===== src/rtl/mem_access_ctrl_pkg.sv =====
//==============================================================================
// Module : mem_pkg
// Shared types and constants for the data-memory access controller.
// Rev    : 1.0  initial release
//==============================================================================
`default_nettype none

package mem_pkg;

    typedef enum logic [1:0] {
        IDLE  = 2'd0,
        ADDR  = 2'd1,
        DATA  = 2'd2,
        DRAIN = 2'd3
    } mac_state_e;

    typedef enum logic [1:0] {
        LR_NONE  = 2'd0,
        LR_LEFT  = 2'd1,
        LR_RIGHT = 2'd2
    } lr_e;

    // Access sizes as carried by mem_rsize, in bytes
    localparam logic [2:0] SZ_B = 3'd1;
    localparam logic [2:0] SZ_H = 3'd2;
    localparam logic [2:0] SZ_W = 3'd4;

endpackage

`default_nettype wire


===== src/rtl/mem_access_ctrl_load_align.sv =====
//==============================================================================
// Module : load_align
// Lane-selects, extends and LWL/LWR-merges raw bus read data into a load result.
// Rev    : 1.0  initial release
//==============================================================================
`default_nettype none

module load_align
    import mem_pkg::*;
(
    input  logic [31:0] rdata,
    input  logic [1:0]  k,
    input  logic [2:0]  rsize,
    input  logic        sign_ext,
    input  lr_e         lr,
    input  logic [31:0] rt,
    output logic [31:0] ld_data
);

    logic [31:0] w_shr;

    always_comb begin
        w_shr   = rdata >> {k, 3'b000};
        ld_data = rdata;
        case (lr)
            // ~k equals 3-k for a two-bit lane index
            LR_LEFT:  ld_data = (rdata << {~k, 3'b000}) | (rt & ~(32'hFFFF_FFFF << {~k, 3'b000}));
            LR_RIGHT: ld_data = w_shr | (rt & ~(32'hFFFF_FFFF >> {k, 3'b000}));
            default: begin
                case (rsize)
                    SZ_B:    ld_data = {{24{sign_ext & w_shr[7]}}, w_shr[7:0]};
                    SZ_H:    ld_data = {{16{sign_ext & w_shr[15]}}, w_shr[15:0]};
                    default: ld_data = rdata;
                endcase
            end
        endcase
    end

endmodule

`default_nettype wire


===== src/rtl/mem_access_ctrl.sv =====
//==============================================================================
// Module : mem_access_ctrl
// Single-port data-memory sequencer: request latch, bus FSM, store lanes, load return.
// Rev    : 1.0  initial release
//==============================================================================
`default_nettype none

module mem_access_ctrl
    import mem_pkg::*;
#(
    parameter int ADDR_W = 32,
    parameter int DATA_W = 32
) (
    input  logic              clk,
    input  logic              aresetn,
    input  logic              flush,
    input  logic              mem_valid,
    input  logic              mem_wr,
    input  logic [2:0]        mem_rsize,
    input  logic              mem_signExt,
    input  logic [1:0]        mem_left_right,
    input  logic [ADDR_W-1:0] mem_addr,
    input  logic [DATA_W-1:0] mem_rtReg,
    input  logic              mem_cached,
    input  logic [4:0]        mem_wRegAddr,
    output logic              stall_req,
    output logic              data_req,
    output logic              data_wr,
    output logic [1:0]        data_size,
    output logic [3:0]        data_wstrb,
    output logic [ADDR_W-1:0] data_addr,
    output logic [DATA_W-1:0] data_wdata,
    output logic              data_cached,
    input  logic              data_addr_ok,
    input  logic              data_data_ok,
    input  logic [DATA_W-1:0] data_rdata,
    output logic              ld_valid,
    output logic [4:0]        ld_wRegAddr,
    output logic [DATA_W-1:0] ld_data
);

    mac_state_e        r_state;
    logic              r_req;
    logic [ADDR_W-1:0] r_addr;
    logic [DATA_W-1:0] r_rt;
    logic [2:0]        r_rsize;
    lr_e               r_lr;
    logic              r_sext;
    logic              r_wr;
    logic              r_cached;
    logic [4:0]        r_waddr;
    logic              r_ld_valid;
    logic [4:0]        r_ld_waddr;
    logic [DATA_W-1:0] r_ld_data;

    logic [DATA_W-1:0] w_ld_data;
    logic [1:0]        w_k;
    logic              w_done;

    assign w_k = r_addr[1:0];

    load_align u_load_align (
        .rdata    (data_rdata),
        .k        (w_k),
        .rsize    (r_rsize),
        .sign_ext (r_sext),
        .lr       (r_lr),
        .rt       (r_rt),
        .ld_data  (w_ld_data)
    );

    // The beat completes either in DATA or when accept and data coincide in ADDR
    assign w_done    = (r_state == DATA && data_data_ok) ||
                       (r_state == ADDR && data_addr_ok && data_data_ok);
    assign stall_req = (mem_valid && !w_done) || (r_state == DRAIN);

    always_ff @(posedge clk) begin
        if (!aresetn) begin
            r_state    <= IDLE;
            r_req      <= 1'b0;
            r_addr     <= '0;
            r_rt       <= '0;
            r_rsize    <= '0;
            r_lr       <= LR_NONE;
            r_sext     <= 1'b0;
            r_wr       <= 1'b0;
            r_cached   <= 1'b0;
            r_waddr    <= '0;
            r_ld_valid <= 1'b0;
            r_ld_waddr <= '0;
            r_ld_data  <= '0;
        end else begin
            r_ld_valid <= 1'b0;
            case (r_state)
                IDLE: begin
                    if (mem_valid && !flush) begin
                        r_addr   <= mem_addr;
                        r_rt     <= mem_rtReg;
                        r_rsize  <= mem_rsize;
                        r_lr     <= lr_e'(mem_left_right);
                        r_sext   <= mem_signExt;
                        r_wr     <= mem_wr;
                        r_cached <= mem_cached;
                        r_waddr  <= mem_wRegAddr;
                        r_req    <= 1'b1;
                        r_state  <= ADDR;
                    end
                end
                ADDR: begin
                    if (data_addr_ok && data_data_ok) begin
                        r_req   <= 1'b0;
                        r_state <= IDLE;
                        if (!r_wr && !flush) begin
                            r_ld_valid <= 1'b1;
                            r_ld_waddr <= r_waddr;
                            r_ld_data  <= w_ld_data;
                        end
                    end else if (data_addr_ok) begin
                        r_req   <= 1'b0;
                        r_state <= flush ? DRAIN : DATA;
                    end else if (flush) begin
                        r_req   <= 1'b0;
                        r_state <= IDLE;
                    end
                end
                DATA: begin
                    // A flush coinciding with data_ok has nothing left to drain
                    if (data_data_ok) begin
                        r_state <= IDLE;
                        if (!r_wr && !flush) begin
                            r_ld_valid <= 1'b1;
                            r_ld_waddr <= r_waddr;
                            r_ld_data  <= w_ld_data;
                        end
                    end else if (flush) begin
                        r_state <= DRAIN;
                    end
                end
                DRAIN: begin
                    if (data_data_ok) begin
                        r_state <= IDLE;
                    end
                end
                default: r_state <= IDLE;
            endcase
        end
    end

    always_comb begin
        data_wstrb = 4'b0000;
        data_wdata = r_rt;
        data_size  = 2'd0;
        case (r_lr)
            LR_LEFT: begin
                data_wstrb = 4'hF >> ~w_k;
                data_wdata = r_rt >> {~w_k, 3'b000};
                data_size  = 2'd2;
            end
            LR_RIGHT: begin
                data_wstrb = 4'hF << w_k;
                data_wdata = r_rt << {w_k, 3'b000};
                data_size  = 2'd2;
            end
            default: begin
                case (r_rsize)
                    SZ_B: begin
                        data_wstrb = 4'b0001 << w_k;
                        data_wdata = {4{r_rt[7:0]}};
                        data_size  = 2'd0;
                    end
                    SZ_H: begin
                        data_wstrb = 4'b0011 << w_k;
                        data_wdata = {2{r_rt[15:0]}};
                        data_size  = 2'd1;
                    end
                    SZ_W: begin
                        data_wstrb = 4'hF;
                        data_size  = 2'd2;
                    end
                    default: data_wstrb = 4'b0000;
                endcase
            end
        endcase
        if (!r_wr) begin
            data_wstrb = 4'b0000;
        end
    end

    assign data_addr   = (r_lr == LR_NONE) ? r_addr : {r_addr[ADDR_W-1:2], 2'b00};
    assign data_req    = r_req;
    assign data_wr     = r_wr;
    assign data_cached = r_cached;
    assign ld_valid    = r_ld_valid;
    assign ld_wRegAddr = r_ld_waddr;
    assign ld_data     = r_ld_data;

endmodule

`default_nettype wire


===== config.mk =====
export PLATFORM = sky130hd
export DESIGN_NAME = mem_access_ctrl
export DESIGN_NICKNAME = d
export VERILOG_FILES = /design/src/rtl/mem_access_ctrl_pkg.sv /design/src/rtl/mem_access_ctrl_load_align.sv /design/src/rtl/mem_access_ctrl.sv
export SDC_FILE = /design/constraint.sdc
export NUM_CORES = 1
export LEC_CHECK = 0
export CAP_MARGIN = 25
export CORE_ASPECT_RATIO = 0.8
export CORE_MARGIN = 2
export CORE_UTILIZATION = 30
export DETAILED_ROUTE_END_ITERATION = 8
export HOLD_SLACK_MARGIN = 0.05
export PLACE_DENSITY_LB_ADDON = 0.1
export SLEW_MARGIN = 20
export SYNTH_ARGS = -nofsm -noshare
export SYNTH_HDL_FRONTEND = slang
export SYNTH_SLANG_ARGS = --single-unit

===== constraint.sdc =====
create_clock -name clk -period 2.06 [get_ports clk]
set_input_delay 0.412 -clock clk [delete_from_list [all_inputs] [get_ports clk]]
set_output_delay 0.412 -clock clk [all_outputs]
set_load 0.005 [all_outputs]

After elaboration in Yosys (flattened, before gate mapping) --
Index checks and enable logic that the tools add are counted. W data, S select, Z words.
Word-level totals: bits in latches 0, memories kept 0, output and inout port bits 112, bits in writable memories 0, bits of input ports 115, bits in read-only memories 0, flip-flop bits (word level) 118
Operators by class: bitwise logic cells 9, $mul 0, eq/ne operators 14, multiplexer cells 36, magnitude comparators 0, reductions and logical operators 21, shifts and indexed selects 10, add/subtract/negate cells 0, div/mod/pow operators 0
Operators by type and width (number):
- $pmux W32 S2 | 5
- $mux W32 | 3
- $and A32 B32 Y32 | 2
- $not A32 Y32 | 2
- $or A32 B32 Y32 | 2
- $shl A32 B5 Y32 | 2
- $shr A32 B5 Y32 | 2
- $shl A32 B5 Y32 const A | 1
- $shr A32 B5 Y32 const A | 1
- $mux W2 | 9
- $mux W5 | 3
- $pmux W4 S3 | 1
- $pmux W5 S2 | 1
- $mux W1 | 8
- $pmux W2 S4 | 1
- $pmux W4 S2 | 1
- $logic_and A1 B1 Y1 | 7
- $eq A2 B2 Y1 const B | 3
- $ne A2 B2 Y1 const B | 3
- $reduce_and A3 Y1 | 2
- $eq A2 B1 Y1 const B | 2
- $logic_not A2 Y1 | 2
- $mux W4 | 1
- $ne A4 B3 Y1 const B | 1
- 19 further kinds | 25

Longest topological paths before layout --
depth in word-level cells 9, mapped depth 9

By module --
Synthesis repeated with hierarchy kept, for this count alone.
Second synthesis, totals: cells, all modules 1143, area total of the unflattened synthesis 8418.1 µm²
Modules (own cells, without submodules):
- mem_access_ctrl | cells each 867, sequential area each 2362.3 µm², instances 1, area each 6531.3 µm²
- load_align | cells each 276, sequential area each 0.0 µm², instances 1, area each 1886.8 µm²

Worst setup path before layout --
Ideal clock, no wire load.
kind flip-flop to output port, start point register r_lr[0], end point output port data_wdata[16], cell stages (with the launch flop) 10, arrival time 1885 ps, slack -237 ps, path through dfxtp_1 inv_1 ha_1 clkbuf_1 inv_1 buf_2 clkbuf_1 clkbuf_1 a211oi_1 a31oi_1
On the way: cells in the longest elaborated chain, start to end 2
Ends and longest elaborated chain:
- start, declared | RTL line mem_access_ctrl.sv:47 | lr_e r_lr;
- start signal, assigned | RTL line mem_access_ctrl.sv:100 | r_lr <= lr_e'(mem_left_right);
- $eq A2 B2 Y1 or $eq A2 B1 Y1 (tied branches) | RTL line mem_access_ctrl.sv:153 | case (r_lr)
- $pmux W32 S2 * | RTL line mem_access_ctrl.sv:153
- end, declared | RTL line mem_access_ctrl.sv:32 | output logic [DATA_W-1:0] data_wdata,
Mark *: on every way between the ends. The rest lies on a longest branch, timed or not.

Worst setup path in the final report --
start point register r_addr[1], end point output port data_wdata[24]
On the way: cells in the longest elaborated chain, start to end 3
Ends and longest elaborated chain:
- start, declared | RTL line mem_access_ctrl.sv:44 | logic [ADDR_W-1:0] r_addr;
- start signal, assigned | RTL line mem_access_ctrl.sv:97 | r_addr <= mem_addr;
- $not A2 Y2 | RTL line mem_access_ctrl.sv:156 | data_wdata = r_rt >> {~w_k, 3'b000};
- $shr A32 B5 Y32 | RTL line mem_access_ctrl.sv:156
- $pmux W32 S2 * | RTL line mem_access_ctrl.sv:153
Marked as above.

==> metrics.cfg <==
[global_route]
grt_pass1_wl_um=57400
grt_overflow=0
antenna_found_initial=0
grt_pass1_vias=9690
grt_max_degree=52
grt_usage_pct=27.4

[clock_tree]
numCtsBuffers=17
clk_pin_slew_ns=0.06
cts-hold-fix-buffers=0
cts-htree-levels=4
cts_tree=built
cts_num_sinks=118
root_buffer=clkbuf_16
worstSkewPairLatency_ns=0.44
cts_buffer_depth=2

[critical_path]
reg2reg_setup_slack_ns=-0.29
regToRegEndpoint=ld_data[25]$_SDFFE_PN0P_
critical_path_class=register to primary output
ff2ff_path_depth=10
path_max_fanout=5
cp.arrival_ns=2.14
cp-start-kind=register
end_kind=primary output
setup.worst_path.start=r_addr[1]$_SDFFE_PN0P_
cp_data_required_time_ns=1.65
reg2reg_from=r_addr[1]$_SDFFE_PN0P_

[hold_path]
min_to=ld_wRegAddr[2]$_SDFFE_PN0P_
hold_start=r_waddr[2]$_SDFFE_PN0P_
min_path_cells=2
min_path_type=register to register

[die]
coreArea_mm2=0.0261
initial_core_util_pct=30.3
fp.dieArea_mm2=0.0276
io-pin-count=227
dieHeight_um=149
rows=53
fp.dieW_um=185

[timing]
slew_headroom_pct=65.1
fmax_mhz=392
finalCriticalPeriod_ns=2.55
fin_ws_ns=-0.490
finalHoldViolCount=0
rsz0062_at_grt=yes
slew_violations=0
worst_pin_slew_ns=0.524
finalCritPeriodShare_pct=124
setup_viol=68
finalClockSkew_ns=0.0121
whs_ns=0.450

[synth]
yosysSeqAreaShare_pct=29.9
muxShareOfSynthArea_pct=11.1
yosys.area_share.adder_pct=1.27
syn_nets=1201
synth-main-ff-cell=dfxtp_1
synthArstFlopShare_pct=0
synth_edf_count=0
synth_xor_area_share_pct=0
syn_inst=1078
ys_warn_count=0
netlist_area_mm2=0.00790
synthDistinctLibCells=51
synth_compound_area_share_pct=29.3
synth-simple-area-share_pct=19.8
synth_top_family_by_area=compound AO/OA/AOI/OAI gates
avgSynthCellArea_um2=7.32
ys_ff_latch=118

[drt]
dr.pass1.iters=5
wl_per_cell_um=21.3
routed_via_density=5.45
drc=0
dr_total_vias=10079
finalWirelength_um=39400
ant_nets=0
drtIter0Drc=865

[finish]
nets=1604
nFillCells=2302
post-route-util_pct=56.7
final_common_cell=nand2_1
layout_common_cells=221 x nand2_1, 195 x buf_4, 185 x clkdlybuf4s50_1
layout-drive-gt1-share_pct=38.0
area_growth_pct=87.3
antenna_cells=0

[run]
cap_violations=0

[power_and_ir_drop]
p_leak_nw=5.52
total_power_w=0.00880
p_per_area_mw_per_mm2=595
peakVddDrop_mv=0.565

[outcome]
violations=negative setup slack
status=finished with violations

[place]
port_buffers=226
place_congestion=0.924
place_hpwl_um=25900
pre_cts_slack_ns=-0.411

## flip-flops by register name (all words and copies together), names as in the netlist
| register | count |
|---|---|
| ld_data | 32 |
| data_wr | 1 |
| r_rsize | 3 |
| r_state | 2 |
| r_rt | 32 |
| ld_valid | 1 |
| r_lr | 2 |
| r_waddr | 5 |
| ld_wRegAddr | 5 |
| r_sext | 1 |
| data_req | 1 |
| data_cached | 1 |
| r_addr | 32 |
## timing repair
item,in CTS,in global routing
pin swaps,87,54
setup endpoints to repair,66,72
cloned,11,0
setup buffers,79,21
gates resized for setup,440,113
hold endpoints to repair,0,0
## logic make-up (layout without fill, tap and decap cells)
logic type | after synthesis | in the layout
buffers and inverters | 147 | 563
AOI/OAI and AO/OA | 357 | 357
adders and majority gates | 8 | 8
muxes | 85 | 85
DFF | 118 | 118
and+or+nand+nor | 363 | 363
## where the power goes
part	switching (W)	internal, W	leakage [nW]
Combinational	0.00153	0.00160	4.27
Sequential	0.000130	0.00242	0.966
Clock	0.00119	0.00193	0.287
## Yosys cell counts (2+ instances only)
cell	number	area [um2]
nor4b_1	5	43.8
a221oi_1	32	280
a21o_1	3	22.5
nand2_1	230	863
o31ai_1	17	128
o211ai_1	8	60.1
inv_1	11	41.3
dfxtp_1	118	2360
o21ai_0	56	280
a31oi_1	9	56.3
o21a_1	8	60.1
buf_1	3	11.3
buf_2	20	100
and2_1	5	31.3
buf_4	30	225
ha_1	8	100
a2111oi_0	8	70.1
nor2b_1	4	25.0
a22oi_1	7	52.6
nor3b_1	3	22.5
a22o_1	23	201
or2_2	2	12.5
clkbuf_1	83	312
o221ai_1	8	70.1
nor2_1	41	154
nor3_1	2	10.0
a21boi_0	3	22.5
mux2i_1	76	761
nand3_1	50	250
mux2_2	8	90.1
and3_1	5	31.3
a2111oi_1	3	30.0
a211oi_1	17	128
a21oi_1	145	726
nand2b_1	11	68.8
## metal layers
| layer | part of all wire, % | wire length, um | global-route usage, % |
|---|---|---|---|
| met1 | 45 | 17700 | 38.4 |
| met4 | 3.4 | 1350 | 9.80 |
| met2 | 43 | 17000 | 40.5 |
| met5 | 0 | 0 | 0 |
| met3 | 8.4 | 3290 | 6.76 |
## metrics by stage
step                TNS [ns]  std cells  area, um2
global route          -21.55       1851      14800
floorplan                  0       1078       7920
finish                -17.65       1851      14800
CTS                   -16.89       1841      14300
global placement      -17.15       1722      11600
detailed placement    -18.29       1722      11600
## critical path, cell delays in order (launching register included)
cell and delay (ns):
dfxtp_4 0.38, buf_12 0.15, buf_12 0.13, buf_16 0.13, buf_6 0.11, o21ai_2 0.16, mux2i_2 0.13, a221oi_2 0.30
a21oi_2 0.08, buf_2 0.14
## final cells by class
type	count	area [um2]	area share, %
clock buffers	20	447	3.02
clock inverters	12	151	1.02
inverters	11	46.3	0.313
multi-input cells	813	6210	42.0
flip-flops and latches	118	2390	16.1
well taps	357	447	3.02
repair buffers	520	5100	34.5
## worst max path at each step
stage                           endpoint  slack [ns]  cells after the start
final                     data_wdata[24]       -0.49                      9
after global placement    data_wdata[23]       -0.38                      7
after CTS                  data_wdata[2]       -0.45                      9
after global routing      data_wdata[24]       -0.54                      9
after floorplan           data_wdata[14]       0.004                      8
after detailed placement  data_wdata[14]       -0.41                      9
No activity file was read; power rests on OpenSTA's default activity.
